<file path="src/rtl/gshare_predictor.sv">
// Gshare branch direction predictor: PC/global-history hashed PHT of saturating
// counters, speculative history with mispredict repair, and a sequential table init.
module gshare_predictor #(
    parameter int GHR_WIDTH = 8,
    parameter int IDX_WIDTH = 10,
    parameter int CTR_WIDTH = 2
) (
    input  logic                 clk,
    input  logic                 rst_n,
    input  logic                 pred_valid,
    input  logic [31:0]          if1_pc,
    output logic                 pred_taken,
    output logic [GHR_WIDTH-1:0] pred_ghr,
    input  logic                 upd_valid,
    input  logic [31:0]          upd_pc,
    input  logic [GHR_WIDTH-1:0] upd_ghr,
    input  logic                 upd_taken,
    input  logic                 upd_mispredict,
    output logic                 ready
);

    localparam int DEPTH = 1 << IDX_WIDTH;
    localparam logic [CTR_WIDTH-1:0] WEAK_TAKEN = CTR_WIDTH'(1) << (CTR_WIDTH - 1);

    typedef enum logic {INIT, RUN} state_t;

    state_t                 state;
    logic [IDX_WIDTH-1:0]   init_ptr;
    logic [GHR_WIDTH-1:0]   spec_ghr;
    logic [CTR_WIDTH-1:0]   pht [DEPTH];

    logic [IDX_WIDTH-1:0]   lookup_idx;
    logic [IDX_WIDTH-1:0]   upd_idx;
    logic [CTR_WIDTH-1:0]   lookup_ctr;
    logic [CTR_WIDTH-1:0]   upd_ctr;
    logic [CTR_WIDTH-1:0]   upd_next;

    logic                   pht_we;
    logic [IDX_WIDTH-1:0]   pht_widx;
    logic [CTR_WIDTH-1:0]   pht_wdata;

    logic                   unused_bits;

    assign lookup_idx = if1_pc[IDX_WIDTH+1:2] ^ IDX_WIDTH'(spec_ghr);
    assign upd_idx    = upd_pc[IDX_WIDTH+1:2] ^ IDX_WIDTH'(upd_ghr);
    assign lookup_ctr = pht[lookup_idx];
    assign upd_ctr    = pht[upd_idx];

    assign pred_taken = ready & lookup_ctr[CTR_WIDTH-1];
    assign pred_ghr   = spec_ghr;

    assign unused_bits = ^{if1_pc[31:IDX_WIDTH+2], if1_pc[1:0],
                           upd_pc[31:IDX_WIDTH+2], upd_pc[1:0], upd_ghr[GHR_WIDTH-1]};

    always_comb begin
        upd_next = upd_ctr;
        if (upd_taken) begin
            if (upd_ctr != '1)
                upd_next = upd_ctr + 1'b1;
        end else if (upd_ctr != '0) begin
            upd_next = upd_ctr - 1'b1;
        end
    end

    // Single write port shared by init sweep and training; reset suppresses both.
    always_comb begin
        pht_we    = 1'b0;
        pht_widx  = init_ptr;
        pht_wdata = WEAK_TAKEN;
        if (rst_n) begin
            if (state == INIT) begin
                pht_we = 1'b1;
            end else if (upd_valid) begin
                pht_we    = 1'b1;
                pht_widx  = upd_idx;
                pht_wdata = upd_next;
            end
        end
    end

    always_ff @(posedge clk) begin
        if (pht_we)
            pht[pht_widx] <= pht_wdata;
    end

    always_ff @(posedge clk) begin
        if (!rst_n) begin
            state    <= INIT;
            init_ptr <= '0;
            spec_ghr <= '0;
            ready    <= 1'b0;
        end else begin
            case (state)
                INIT: begin
                    init_ptr <= init_ptr + 1'b1;
                    if (init_ptr == '1) begin
                        state <= RUN;
                        ready <= 1'b1;
                    end
                end
                RUN: begin
                    if (upd_valid && upd_mispredict)
                        spec_ghr <= {upd_ghr[GHR_WIDTH-2:0], upd_taken};
                    else if (pred_valid)
                        spec_ghr <= {spec_ghr[GHR_WIDTH-2:0], pred_taken};
                end
                default: state <= INIT;
            endcase
        end
    end

endmodule

</file>
<file path="config.mk">
export PLATFORM = sky130hd
export DESIGN_NAME = gshare_predictor
export DESIGN_NICKNAME = d
export VERILOG_FILES = /design/src/rtl/gshare_predictor.sv
export SDC_FILE = /design/constraint.sdc
export NUM_CORES = 2
export LEC_CHECK = 0
export CORE_UTILIZATION = 35
export CTS_BUF_LIST = sky130_fd_sc_hd__clkbuf_8
export DETAILED_ROUTE_END_ITERATION = 12
export PLACE_DENSITY_LB_ADDON = 0.2
export REMOVE_ABC_BUFFERS = 1
export SKIP_CTS_REPAIR_TIMING = 1
export SLEW_MARGIN = 40
export SYNTH_ARGS = -nofsm -noshare
export SYNTH_HDL_FRONTEND = slang
export SYNTH_SLANG_ARGS = --single-unit
</file>
<file path="constraint.sdc">
create_clock -name clk -period 85.5 [get_ports clk]
set_input_delay 21.375 -clock clk [delete_from_list [all_inputs] [get_ports clk]]
set_output_delay 21.375 -clock clk [all_outputs]
set_load 0.02 [all_outputs]
</file>
==> flow_summary.yaml <==
pwr:
  swShare: 0.251
  combPwrFrac: 0.078
  pwr-share-seq: 0.515
  cellLeakagePower_nw: 36.0
  p_per_area_mw_per_mm2: 20.4
  clockPowerShare: 0.408
  switchingPower_mw: 0.535
  power.internal_mw: 1.60
  peakVddDrop_v: 0.0000150
sta:
  skew_ps: 75.5
  hold_violations: 0
  setup_viol_count_final: 0
  holdWs_ps: 541
  min_period_ps: 49540
  rsz0062_at_grt: "false"
  fmax_mhz: 20.2
  report.final.slew_viol_count: 0
  tns_ps: 0
  max_slew_margin: 0.282
  worstMarginPinSlew_ps: 1070
  finalCritPeriodShare: 0.579
hold_path:
  worstHoldStart: "init_ptr[8]$_SDFFE_PN0N_"
  min_path_cells: 2
  hold_path.class: "reg -> reg"
yosys:
  synth_seq_area_share: 0.670
  synth_edf_count: 2048
  yosys.area_share.simple: 0.0839
  syn_inst: 5678
  synth_xor_area_frac: 0.00385
  synth_area_leaders: "edfxtp_1, mux4_2, nor2_1"
  ys_ff_latch: 2068
  syn_avg_cell_area_um2: 16.3
  ys_warn_count: 0
  yosysTopAreaCell: "edfxtp_1"
  synth_area_mm2: 0.0924
  synth_compound_area_frac: 0.0365
  yosysUniqueCellTypes: 73
  synth_top_family_by_area: "multiplexers"
  yosys.area.top_type_share: 0.666
  ys_async_sr_fraction: 0
  muxShareOfSynthArea: 0.180
  ys.flop_type: "edfxtp_1"
  synthAdderAreaFrac: 0.000135
grt:
  grt_use_total: 0.266
  grt_max_degree: 138
  grt_overflow: 0
  antenna_found_initial: 20
  grt_pass1_wl_um: 485000
  first_global_vias: 59121
critical_path:
  r2r_cells: 12
  crit_start: "if1_pc[2]"
  cp.arrival_ps: 28170
  startpoint_type: "primary input"
  end_kind: "primary output"
  crit_fanout: 36
  cp.required_ps: 64120
  path_class: "in -> out"
  regToRegStartpoint: "pht[130][0]$_DFFE_PP_"
floorplanning:
  core_mm2: 0.263
  rows: 188
  die_w_um: 516
  die_y_um: 516
  io-pin-count: 88
  start_util: 0.352
  dieArea_mm2: 0.266
placed_design:
  dp_hpwl_um: 215000
  place.gp.congestion: 0.911
  port_buffers: 43
clock_network:
  cts_inserted_buffers: 372
  cts.path.max_buffers: 4
  numClockSinks: 2068
  clock_latency_ps: 1110
  htreeDepth: 5
  cts_tree: "yes"
  clk_pin_slew_ps: 70
  cts_root_buffer: "clkbuf_8"
outcome:
  run_status: "completed"
drt:
  wl_per_cell_um: 36.9
  dr.pass1.iters: 6
  num_vias: 59188
  antenna_left: 0
  drtIter0Drc: 8561
  drc_errors: 0
  wirelength_um: 355000
  routed_via_density: 6.14
final_layout:
  num-nets-final: 5924
  layout-drive-gt1-share: 0.250
  fill_cells: 24285
  syn_to_final_growth_pct: 13.3
job:
  drv_cap: 0
worst max-delay path: stages:
cell             delay, ps
clkdlybuf4s50_1        620
xor2_4                 160
buf_4                  580
buf_4                  670
buf_4                  640
buf_4                  740
mux4_1                 390
o22ai_1                190
or4_1                  570
o2bb2ai_1              220
o32a_1                 250
o31ai_1                130
a2111o_1               590
o211ai_2               210
clkdlybuf4s50_1        680
layer usage:
metal	vias to the layer above	GRT usage	share of wire
met3	798	0.0659	0.11
met5	-	0.000365	0.00019
met1	31558	0.351	0.38
li1	23047	-	-
met4	12	0.135	0.056
met2	3773	0.406	0.45
registers in the layout (all words and copies together), names as in the netlist:
signal and flops:
ready 1, state 1, init_ptr 10, pred_ghr 8
pht 2048
path summary, 6_finish.rpt:
path	to	slack, ps
setup / recovery	pred_taken	35960
hold / removal	init_ptr[8]$_SDFFE_PN0N_	540
setup reg to reg	pht[477][0]$_DFFE_PP_	78310
hold reg to reg	init_ptr[8]$_SDFFE_PN0N_	540
cell type report:
cell class                 instances  area [µm²]  area share
antenna                            6        15.0    0.000143
sequential                      2068       61900       0.592
tap                             3515        4400      0.0420
timing repair buffer             268        2560      0.0244
inverter                           5        18.8    0.000179
clock inverter                   269        1460      0.0139
multi-input combinational       3130       29100       0.278
clock buffer                     377        5190      0.0496
cells in the mapped netlist, types with 26 or more instances:
master and n:
a221oi_1 26, nor3_1 38, a21oi_1 55, a31oi_1 38
nand2_1 380, buf_2 88, nor4_1 34, clkbuf_1 294
mux2i_1 42, nand4_1 84, edfxtp_1 2048, buf_6 35
nor2_1 1119, nand3_1 151, a22o_1 26, mux4_2 718
a22oi_1 117, buf_4 35, o22ai_1 34
metrics by stage:
stage | area (µm²) | utilization | cells | power [mW] | worst slack, ps
after floorplan | 90100 | - | 5203 | 1.26 | -11850
after global placement | 97400 | 0.371 | 8975 | 1.28 | 35880
after detailed placement | 97800 | 0.373 | 8981 | 1.28 | 35860
after CTS | 104000 | 0.398 | 9627 | 2.14 | 35860
after global routing | 105000 | 0.399 | 9633 | 2.19 | 35710
final | 105000 | 0.399 | 9638 | 2.13 | 35960
placed cells by master (no fill, tap or decap), types with 32 or more instances in the layout:
| cell type | synthesis | layout |
|---|---|---|
| nor2_1 | 1119 | 1100 |
| a21oi_1 | 55 | 55 |
| mux2i_1 | 42 | 41 |
| clkinv_1 | 0 | 90 |
| inv_1 | 5 | 118 |
| nor3_1 | 38 | 33 |
| clkinv_2 | 0 | 43 |
| nand4_1 | 84 | 84 |
| mux4_2 | 718 | 718 |
| o22ai_1 | 34 | 32 |
| buf_4 | 35 | 175 |
| clkdlybuf4s50_1 | 0 | 39 |
| a22oi_1 | 117 | 117 |
| clkbuf_8 | 0 | 381 |
| a31oi_1 | 38 | 37 |
| nand3_1 | 151 | 150 |
| nand2_1 | 380 | 338 |
| edfxtp_1 | 2048 | 2048 |
cell families after synthesis:
family                     Yosys count
AOI/OAI and AO/OA                  457
xor gates and xnor gates            38
adders and majority gates            1
buffers and inverters              480
DFF                               2068
muxes                              763
and+or+nand+nor                   1871
power by group through the flow:
stage | Combinational [mW] | Clock [mW] | Sequential (mW)
6_report | 0.165 | 0.870 | 1.10
5_1_grt | 0.167 | 0.923 | 1.10
4_1_cts | 0.162 | 0.881 | 1.10
3_5_place_dp | 0.162 | 0 | 1.12
3_3_place_gp | 0.162 | 0 | 1.12
2_1_floorplan | 0.146 | 0 | 1.12
(Power assumes the default switching activity.)
